## src/rtl/miner_job_sched.sv

```systemverilog
`default_nettype none
// ============================================================================
// Module   : miner_job_sched
// Purpose  : Mining job scheduler. Takes one 80-byte (20-word) block header
//            from the host header FIFO, broadcasts it to NUM_LANES nonce
//            lanes, splits the nonce range evenly and sequences
//            start / load / run / stop, then signals completion.
// Options  : SCHED_STATS_EN - adds job_cnt[15:0] and run_cycles[31:0] ports.
// Revision : 1.0 - initial release
// ============================================================================
module miner_job_sched #(
  parameter int NUM_LANES = 4
) (
  input  logic                 clk,
  input  logic                 rst,
  input  logic                 job_go,
  input  logic                 abort,
  input  logic                 found,
  input  logic [31:0]          nonce_range,
  input  logic [31:0]          hdr_fifo_dout,
  input  logic                 hdr_fifo_empty,
  output logic                 hdr_fifo_rd,
  output logic [31:0]          lane_hdr_word,
  output logic                 lane_hdr_we,
  output logic [31:0]          lane_nonce_size,
  output logic [NUM_LANES-1:0] lane_start,
  output logic                 lane_stop,
  input  logic [NUM_LANES-1:0] lane_stop_ack,
  output logic                 busy,
  output logic                 job_done,
  output logic                 job_aborted
`ifdef SCHED_STATS_EN
  ,
  output logic [15:0]          job_cnt,
  output logic [31:0]          run_cycles
`endif
);

  // Lane count is a power of two, so the per-lane span is a plain shift.
  localparam int         c_SHIFT     = $clog2(NUM_LANES);
  localparam logic [4:0] c_LAST_WORD = 5'd19;
  localparam logic [4:0] c_HDR_WORDS = 5'd20;

  typedef enum logic [2:0] {
    S_IDLE       = 3'd0,
    S_WAIT_READY = 3'd1,
    S_START      = 3'd2,
    S_LOAD       = 3'd3,
    S_RUN        = 3'd4,
    S_STOPPING   = 3'd5,
    S_DONE       = 3'd6
  } state_t;

  state_t                 r_state;
  logic [4:0]             r_word_cnt;
  logic                   r_kill;
  logic [31:0]            r_nonce_size;
  logic [NUM_LANES-1:0]   r_lane_start;
  logic                   r_lane_stop;
  logic                   r_busy;
  logic                   r_job_done;
  logic                   r_job_aborted;

  logic                   w_all_ack;
  logic                   w_kill_in;
  logic                   w_kill;
  logic                   w_load;
  logic                   w_rd;
  logic                   w_kill_window;

  assign w_all_ack     = &lane_stop_ack;
  assign w_kill_in     = abort | found;
  // A kill seen this cycle acts at once, without waiting for the latch.
  assign w_kill        = r_kill | w_kill_in;
  assign w_load        = (r_state == S_LOAD);
  assign w_rd          = w_load && !hdr_fifo_empty && (r_word_cnt < c_HDR_WORDS);
  assign w_kill_window = (r_state == S_WAIT_READY) || (r_state == S_START) ||
                         (r_state == S_LOAD)       || (r_state == S_RUN);

  // Header path is combinational so a FWFT word is written the cycle it is read.
  assign hdr_fifo_rd     = w_rd;
  assign lane_hdr_we     = w_rd;
  assign lane_hdr_word   = w_load ? hdr_fifo_dout : 32'h0;

  assign lane_nonce_size = r_nonce_size;
  assign lane_start      = r_lane_start;
  assign lane_stop       = r_lane_stop;
  assign busy            = r_busy;
  assign job_done        = r_job_done;
  assign job_aborted     = r_job_aborted;

  // Kill latch: remembers abort/found until the job returns to idle.
  always_ff @(posedge clk) begin
    if (rst) begin
      r_kill <= 1'b0;
    end else if (r_state == S_IDLE) begin
      r_kill <= 1'b0;
    end else if (w_kill_in && w_kill_window) begin
      r_kill <= 1'b1;
    end
  end

  // Job sequencing FSM with registered lane/host outputs.
  always_ff @(posedge clk) begin
    if (rst) begin
      r_state       <= S_IDLE;
      r_word_cnt    <= 5'd0;
      r_nonce_size  <= 32'h0;
      r_lane_start  <= '0;
      r_lane_stop   <= 1'b0;
      r_busy        <= 1'b0;
      r_job_done    <= 1'b0;
      r_job_aborted <= 1'b0;
    end else begin
      r_lane_start <= '0;
      r_job_done   <= 1'b0;
      case (r_state)
        S_IDLE: begin
          if (job_go) begin
            r_nonce_size  <= nonce_range >> c_SHIFT;
            r_job_aborted <= 1'b0;
            r_busy        <= 1'b1;
            r_state       <= S_WAIT_READY;
          end
        end
        S_WAIT_READY: begin
          // Nothing has been handed to the lanes yet, so a kill ends the job here.
          if (w_kill) begin
            r_job_done    <= 1'b1;
            r_job_aborted <= 1'b1;
            r_busy        <= 1'b0;
            r_state       <= S_IDLE;
          end else if (w_all_ack) begin
            r_lane_start <= '1;
            r_state      <= S_START;
          end
        end
        S_START: begin
          r_word_cnt <= 5'd0;
          r_state    <= S_LOAD;
        end
        S_LOAD: begin
          // Lanes only honour stop after a full header, so kill waits for word 20.
          if (w_rd) begin
            r_word_cnt <= r_word_cnt + 5'd1;
            if (r_word_cnt == c_LAST_WORD) begin
              if (w_kill) begin
                r_lane_stop <= 1'b1;
                r_state     <= S_STOPPING;
              end else begin
                r_state <= S_RUN;
              end
            end
          end
        end
        S_RUN: begin
          // Range exhaustion wins over a kill arriving in the same cycle.
          if (w_all_ack) begin
            r_job_aborted <= 1'b0;
            r_job_done    <= 1'b1;
            r_state       <= S_DONE;
          end else if (w_kill) begin
            r_lane_stop <= 1'b1;
            r_state     <= S_STOPPING;
          end
        end
        S_STOPPING: begin
          if (w_all_ack) begin
            r_lane_stop   <= 1'b0;
            r_job_aborted <= 1'b1;
            r_job_done    <= 1'b1;
            r_state       <= S_DONE;
          end
        end
        S_DONE: begin
          r_busy  <= 1'b0;
          r_state <= S_IDLE;
        end
        default: begin
          r_lane_stop <= 1'b0;
          r_busy      <= 1'b0;
          r_state     <= S_IDLE;
        end
      endcase
    end
  end

`ifdef SCHED_STATS_EN
  logic [15:0] r_job_cnt;
  logic [31:0] r_run_cycles;
  logic        w_counting;

  assign w_counting = (r_state == S_LOAD) || (r_state == S_RUN) ||
                      (r_state == S_STOPPING);

  // Job counter wraps; run-cycle counter restarts per job and saturates.
  always_ff @(posedge clk) begin
    if (rst) begin
      r_job_cnt    <= 16'h0;
      r_run_cycles <= 32'h0;
    end else begin
      if (r_job_done) begin
        r_job_cnt <= r_job_cnt + 16'h1;
      end
      if (r_state == S_START) begin
        r_run_cycles <= 32'h0;
      end else if (w_counting && (r_run_cycles != 32'hFFFF_FFFF)) begin
        r_run_cycles <= r_run_cycles + 32'h1;
      end
    end
  end

  assign job_cnt    = r_job_cnt;
  assign run_cycles = r_run_cycles;
`endif

endmodule
`default_nettype wire

```

## config.mk

```make
export PLATFORM = sky130hd
export DESIGN_NAME = miner_job_sched
export DESIGN_NICKNAME = d
export VERILOG_FILES = /design/src/rtl/miner_job_sched.sv
export SDC_FILE = /design/constraint.sdc
export NUM_CORES = 1
export LEC_CHECK = 0
export BUFFER_PORTS_ARGS = -buffer_cell sky130_fd_sc_hd__buf_2
export CORE_UTILIZATION = 42
export CTS_BUF_LIST = sky130_fd_sc_hd__clkbuf_4 sky130_fd_sc_hd__clkbuf_8
export CTS_CLUSTER_DIAMETER = 30
export DETAILED_ROUTE_END_ITERATION = 12
export GPL_TIMING_DRIVEN = 0
export PLACE_DENSITY = 0.82
export SLEW_MARGIN = 5
export SYNTH_ARGS = -nofsm -noshare
export SYNTH_HDL_FRONTEND = slang
export SYNTH_SLANG_ARGS = --single-unit
```

## constraint.sdc

```tcl
create_clock -name clk -period 2 [get_ports clk]
set_clock_uncertainty 0.1 [all_clocks]
set_input_delay 0.4 -clock clk [delete_from_list [all_inputs] [get_ports clk]]
set_output_delay 0.4 -clock clk [all_outputs]
set_load 0.005 [all_outputs]
```

== Yosys cells after proc, flatten, opt, wreduce, memory -nomap -nowiden ==
Index checks and enable logic that the tools add are counted.

* Bits in registers: 47
* Input bits: 74
* Output and inout port bits: 74
* Word-level logic and storage cells: 84

* Add/subtract/negate cells: 1
* $lt $le $gt $ge: 1
* Eq/ne operators: 16
* Multiplexer cells: 30
* Bitwise operators: 5
* Reductions and logical operators: 22

{| class="wikitable"
|+ Operators with widths
! cell !! number
|-
| 32-bit two-way mux || 1
|-
| 3-bit two-way mux || 8
|-
| 3-bit case mux with 6 select lines || 1
|-
| 1-bit two-way mux || 13
|-
| 2-bit inequality test (second input constant) || 6
|-
| 5-bit case mux with 2 select lines || 1
|-
| 5-bit AND reduction || 2
|-
| 3-bit == test (second input constant) || 3
|-
| 1-bit case mux with 4 select lines || 2
|-
| 4-bit OR reduction || 2
|-
| 3-bit by 2-bit == test with 1-bit output (second input constant) || 2
|-
| 3-bit inequality test (second input constant) || 2
|-
| 6-bit AND reduction || 1
|-
| 5-bit by 1-bit adder with 5-bit output (second input constant) || 1
|-
| 5-bit == test (second input constant) || 1
|-
| 5-bit less-than comparator (second input constant) || 1
|-
| 5-bit two-way mux || 1
|-
| 4-bit two-way mux || 1
|-
| 2-bit AND reduction || 2
|-
| 4-bit AND reduction || 1
|-
| 4-bit nonzero test || 1
|-
| 2-bit OR reduction || 2
|-
| 3-bit by 1-bit == test with 1-bit output (second input constant) || 1
|-
| 1-bit logical AND || 3
|-
| 11 further kinds || 16
|}

== Logic depth before layout (Yosys ltp) ==
* Depth after elaboration: 6
* Mapped depth: 6
* Gate-level depth less buffers: 5

== Least setup slack after synthesis ==
Ideal clock, no wire load.

* Path type: reg-to-output
* Start: register r_state[0]
* End: output lane_hdr_word[22]
* Data arrival time: 1139 ps
* Data required time: 1500 ps
* Setup slack: 361 ps
* Cell stages (with the launch flop): 5
* Path buffers: 1
* Cell sequence: dfxtp_1 -> inv_1 -> nor3b_2 -> clkbuf_1 -> and2_1

* Cells in the longest elaborated chain, start to end: 2

{| class="wikitable"
|+ RTL lines
! what !! RTL line !! text
|-
| from (decl) || 54 || <nowiki>state_t r_state;</nowiki>
|-
| from (signal assigned) || 106 || <nowiki>r_state <= S_IDLE;</nowiki>
|-
| from (signal assigned) || 123 || <nowiki>r_state <= S_WAIT_READY;</nowiki>
|-
| from (signal assigned) || 132 || <nowiki>r_state <= S_IDLE;</nowiki>
|-
| 3-bit by 2-bit == test with 1-bit output || 75 || <nowiki>assign w_load = (r_state == S_LOAD);</nowiki>
|-
| 32-bit two-way mux || 83 || <nowiki>assign lane_hdr_word = w_load ? hdr_fifo_dout : 32'h0;</nowiki>
|-
| to (decl) || 23 || <nowiki>output logic [31:0] lane_hdr_word,</nowiki>
|}

Every way passes these cells.

== Worst setup path in the final report ==
* Start: register r_state[0]
* End: output lane_hdr_word[17]

Same word-level chain as after synthesis.

==> results.yml <==
timing:
  report.final.hold_viol_count: 0
  drv_slew: 0
  finalSetupViolations: 13
  max_freq_mhz: 493
  post-route-min-period_ps: 2030
  holdWs_ps: 225
  period_share: 1.01
  grt_setup_unrepaired: "yes"
  fin_ws_ps: -29.1
synthesis:
  syn_area_mm2: 0.00206
  synth.largest_area_cell: "dfxtp_1"
  synth_cell_types: 43
  synth.avg_cell_area_um2: 7.82
  async_flop_share: 0
  ys_top_cells_by_area: "dfxtp_1 43%, nand2_1 12%, and2_1 10%, a21oi_1 9.0%, buf_4 2.2%"
  ys_seq_area_frac: 0.428
  synth_edf_count: 0
  synth_ff_type: "dfxtp_1"
  netlist_instances: 263
  synth_most_common_cell: "nand2_1"
  synth_common_cells: "65 x nand2_1, 44 x dfxtp_1, 37 x a21oi_1"
  yosysWarnings: 0
  yosysTopAreaCellShare: 0.428
  synth-seq-cells: 44
power:
  power.switching_uw: 472
  ir_drop_mv: 0.463
  power.share.sequential: 0.494
  p_leak_nw: 1.65
  internal_power_mw: 1.45
  pwr-share-comb: 0.153
  power_mw: 1.92
  power_frac_clock: 0.354
  power.density_mw_per_mm2: 571
  swShare: 0.246
clock_tree:
  cts_buffers: 5
  cts-htree-levels: 2
  clk_latency_ps: 300
  root_buffer: "clkbuf_8"
  cts.sinks: 44
  ctsLongestPathBuffers: 2
  clkTransAtPathRegs_ps: 90
  cts_tree: "built"
final_layout:
  areaGrowthSynthToFinish_pct: 63.4
  nNetsFinal: 499
  final_layout_size_suffix_gt1_frac: 0.508
  final_area_mm2: 0.00336
  antenna_cells: 0
global_routing:
  grt.total_usage: 0.225
  grt_max_degree: 14
  globalRouteOverflowTotal: 0
  grt_antenna_before_repair: 0
  grt_pass1_wl_um: 9380
  grt_pass1_vias: 2104
critical_path:
  cp_max_fo: 7
  crit_top_cell: "buf_6"
  required_ps: 1500
  criticalPathCategory: "flip-flop to output pin"
  cpLargestDelayFamily: "buffers and inverters"
  slowest_delay_ps: 390
  critPathCaptureType: "output pin"
  cp-start-kind: "flip-flop"
  path_cells: "inv_4 -> nor3b_4 -> buf_6 -> clkbuf_16 -> and2_4 -> buf_6"
  cpMaxStageDelayCell: "dfxtp_4"
  cp.buffers_inverters: 4
  arrival_ps: 1530
route:
  wire_per_inst_um: 13.6
  drc_errors: 0
  drt_pass1_iterations: 5
  viasPerCell: 4.90
  wirelength_um: 6680
  antenna_left: 0
  drtIter0Drc: 195
  vias: 2409
place:
  place_area_mm2: 0.00286
  dp_hpwl_um: 4450
  port_buffers: 143
  routabilityCongestion: 0.883
floorplanning:
  core_mm2: 0.00472
  die_w_um: 72.0
  die_area_mm2: 0.00518
  ios: 148
  initial_core_util: 0.435
  fp.dieH_um: 72.0
  rows: 25
run_status:
  violations: "setup timing"
  status: "finished, violations left"
hold_path:
  hp-class: "primary input to flip-flop"
flow_run:
  cap_violations: 0
[path summary, 6_finish.rpt]
check,from,depth (start not counted),slack [ps],end
setup / recovery,r_state[0],6,-30,lane_hdr_word[17]
hold / removal,nonce_range[10],3,230,lane_nonce_size[8]
setup reg to reg,r_word_cnt[0],5,320,lane_stop
hold reg to reg,lane_nonce_size[3],2,350,lane_nonce_size[3]
[sequential cells by signal (all words and copies together) (netlist names)]
name	count
job_done	1
busy	1
r_kill	1
r_word_cnt	5
job_aborted	1
r_state	3
lane_stop	1
lane_nonce_size	30
lane_start	1
[cell usage in the layout, fill, tap and decap left out, types with 2 or more instances in the layout]
cell type / netlist / final
or3_1: 4 / 4
clkbuf_1: 10 / 7
buf_2: 7 / 123
dfxtp_2: 0 / 2
conb_1: 1 / 2
nor2b_1: 3 / 2
dfxtp_1: 44 / 41
a21oi_1: 37 / 37
and2_1: 33 / 7
buf_4: 6 / 13
and3_1: 2 / 2
nor3_1: 2 / 2
nor2_1: 10 / 9
mux2i_1: 2 / 2
buf_6: 0 / 29
nand3_1: 3 / 3
nand2_1: 65 / 65
o21ai_0: 4 / 4
and2_4: 0 / 26
clkbuf_8: 0 / 5
buf_8: 0 / 3
nand4_1: 2 / 2
inv_1: 3 / 2
[worst register-to-register path: stages, from the launching register on]
cell and delay, ps:
dfxtp_1 390, ha_1 210, nand2_1 70, nor4_2 330
a211oi_1 140, a2111oi_1 330
[logic make-up (layout without fill, tap and decap cells)]
logic type	after synthesis	in the layout	synth area share
AND/OR/NAND/NOR	136	136	0.338
AO/OA/AOI/OAI	52	52	0.149
flip-flops	44	44	0.428
buffers and inverters	26	187	0.0627
multiplexers	2	2	0.00974
adder cells (fa/ha/maj)	1	1	0.00609
other	1	2	0.00182
XOR/XNOR	1	1	0.00426
[per-stage QoR]
stage                     instances  setup TNS, ps  setup WS [ps]  utilization
after floorplan                 264              0            361            -
after global placement          474           -860          -63.7        0.605
after detailed placement        474          -2340           -122        0.605
after CTS                       488              0           27.2        0.650
after global routing            492          -1370          -70.3        0.711
final                           492           -187          -29.1        0.711
[power by group through the flow]
stage / Clock [mW] / Combinational (mW) / Sequential (mW)
global route: 0.714 / 0.325 / 0.952
CTS: 0.695 / 0.279 / 0.946
finish: 0.678 / 0.293 / 0.947
global placement: 0 / 0.267 / 0.964
detailed placement: 0 / 0.273 / 0.967
floorplan: 0 / 0.127 / 0.970
[timing repair]
| action | in CTS | in global routing |
|---|---|---|
| setup buffers | 5 | 3 |
| pin swaps | 3 | 30 |
| endpoints found under the hold margin | 0 | 0 |
| hold buffers | 0 | 0 |
| cloned | 2 | 1 |
| gates resized for setup | 18 | 60 |
| endpoints found under the setup margin | 34 | 30 |
[final cells by class]
class | instances | area [um^2]
Sequential cell | 44 | 887
Timing Repair Buffer | 154 | 990
Buffer | 22 | 146
Clock inverter | 2 | 35.0
Multi-Input combinational cell | 194 | 1130
Inverter | 3 | 13.8
Tap cell | 67 | 83.8
Clock buffer | 6 | 76.3
Fill cell | 388 | 1370
[layer usage]
layer / share of wire / global-route usage / wire length (um)
met4: 0.025 / 0.0806 / 165
met1: 0.40 / 0.273 / 2690
met2: 0.52 / 0.399 / 3460
met3: 0.054 / 0.0431 / 364
met5: 0 / 0 / 0
No activity file was read; power rests on OpenSTA's default activity.
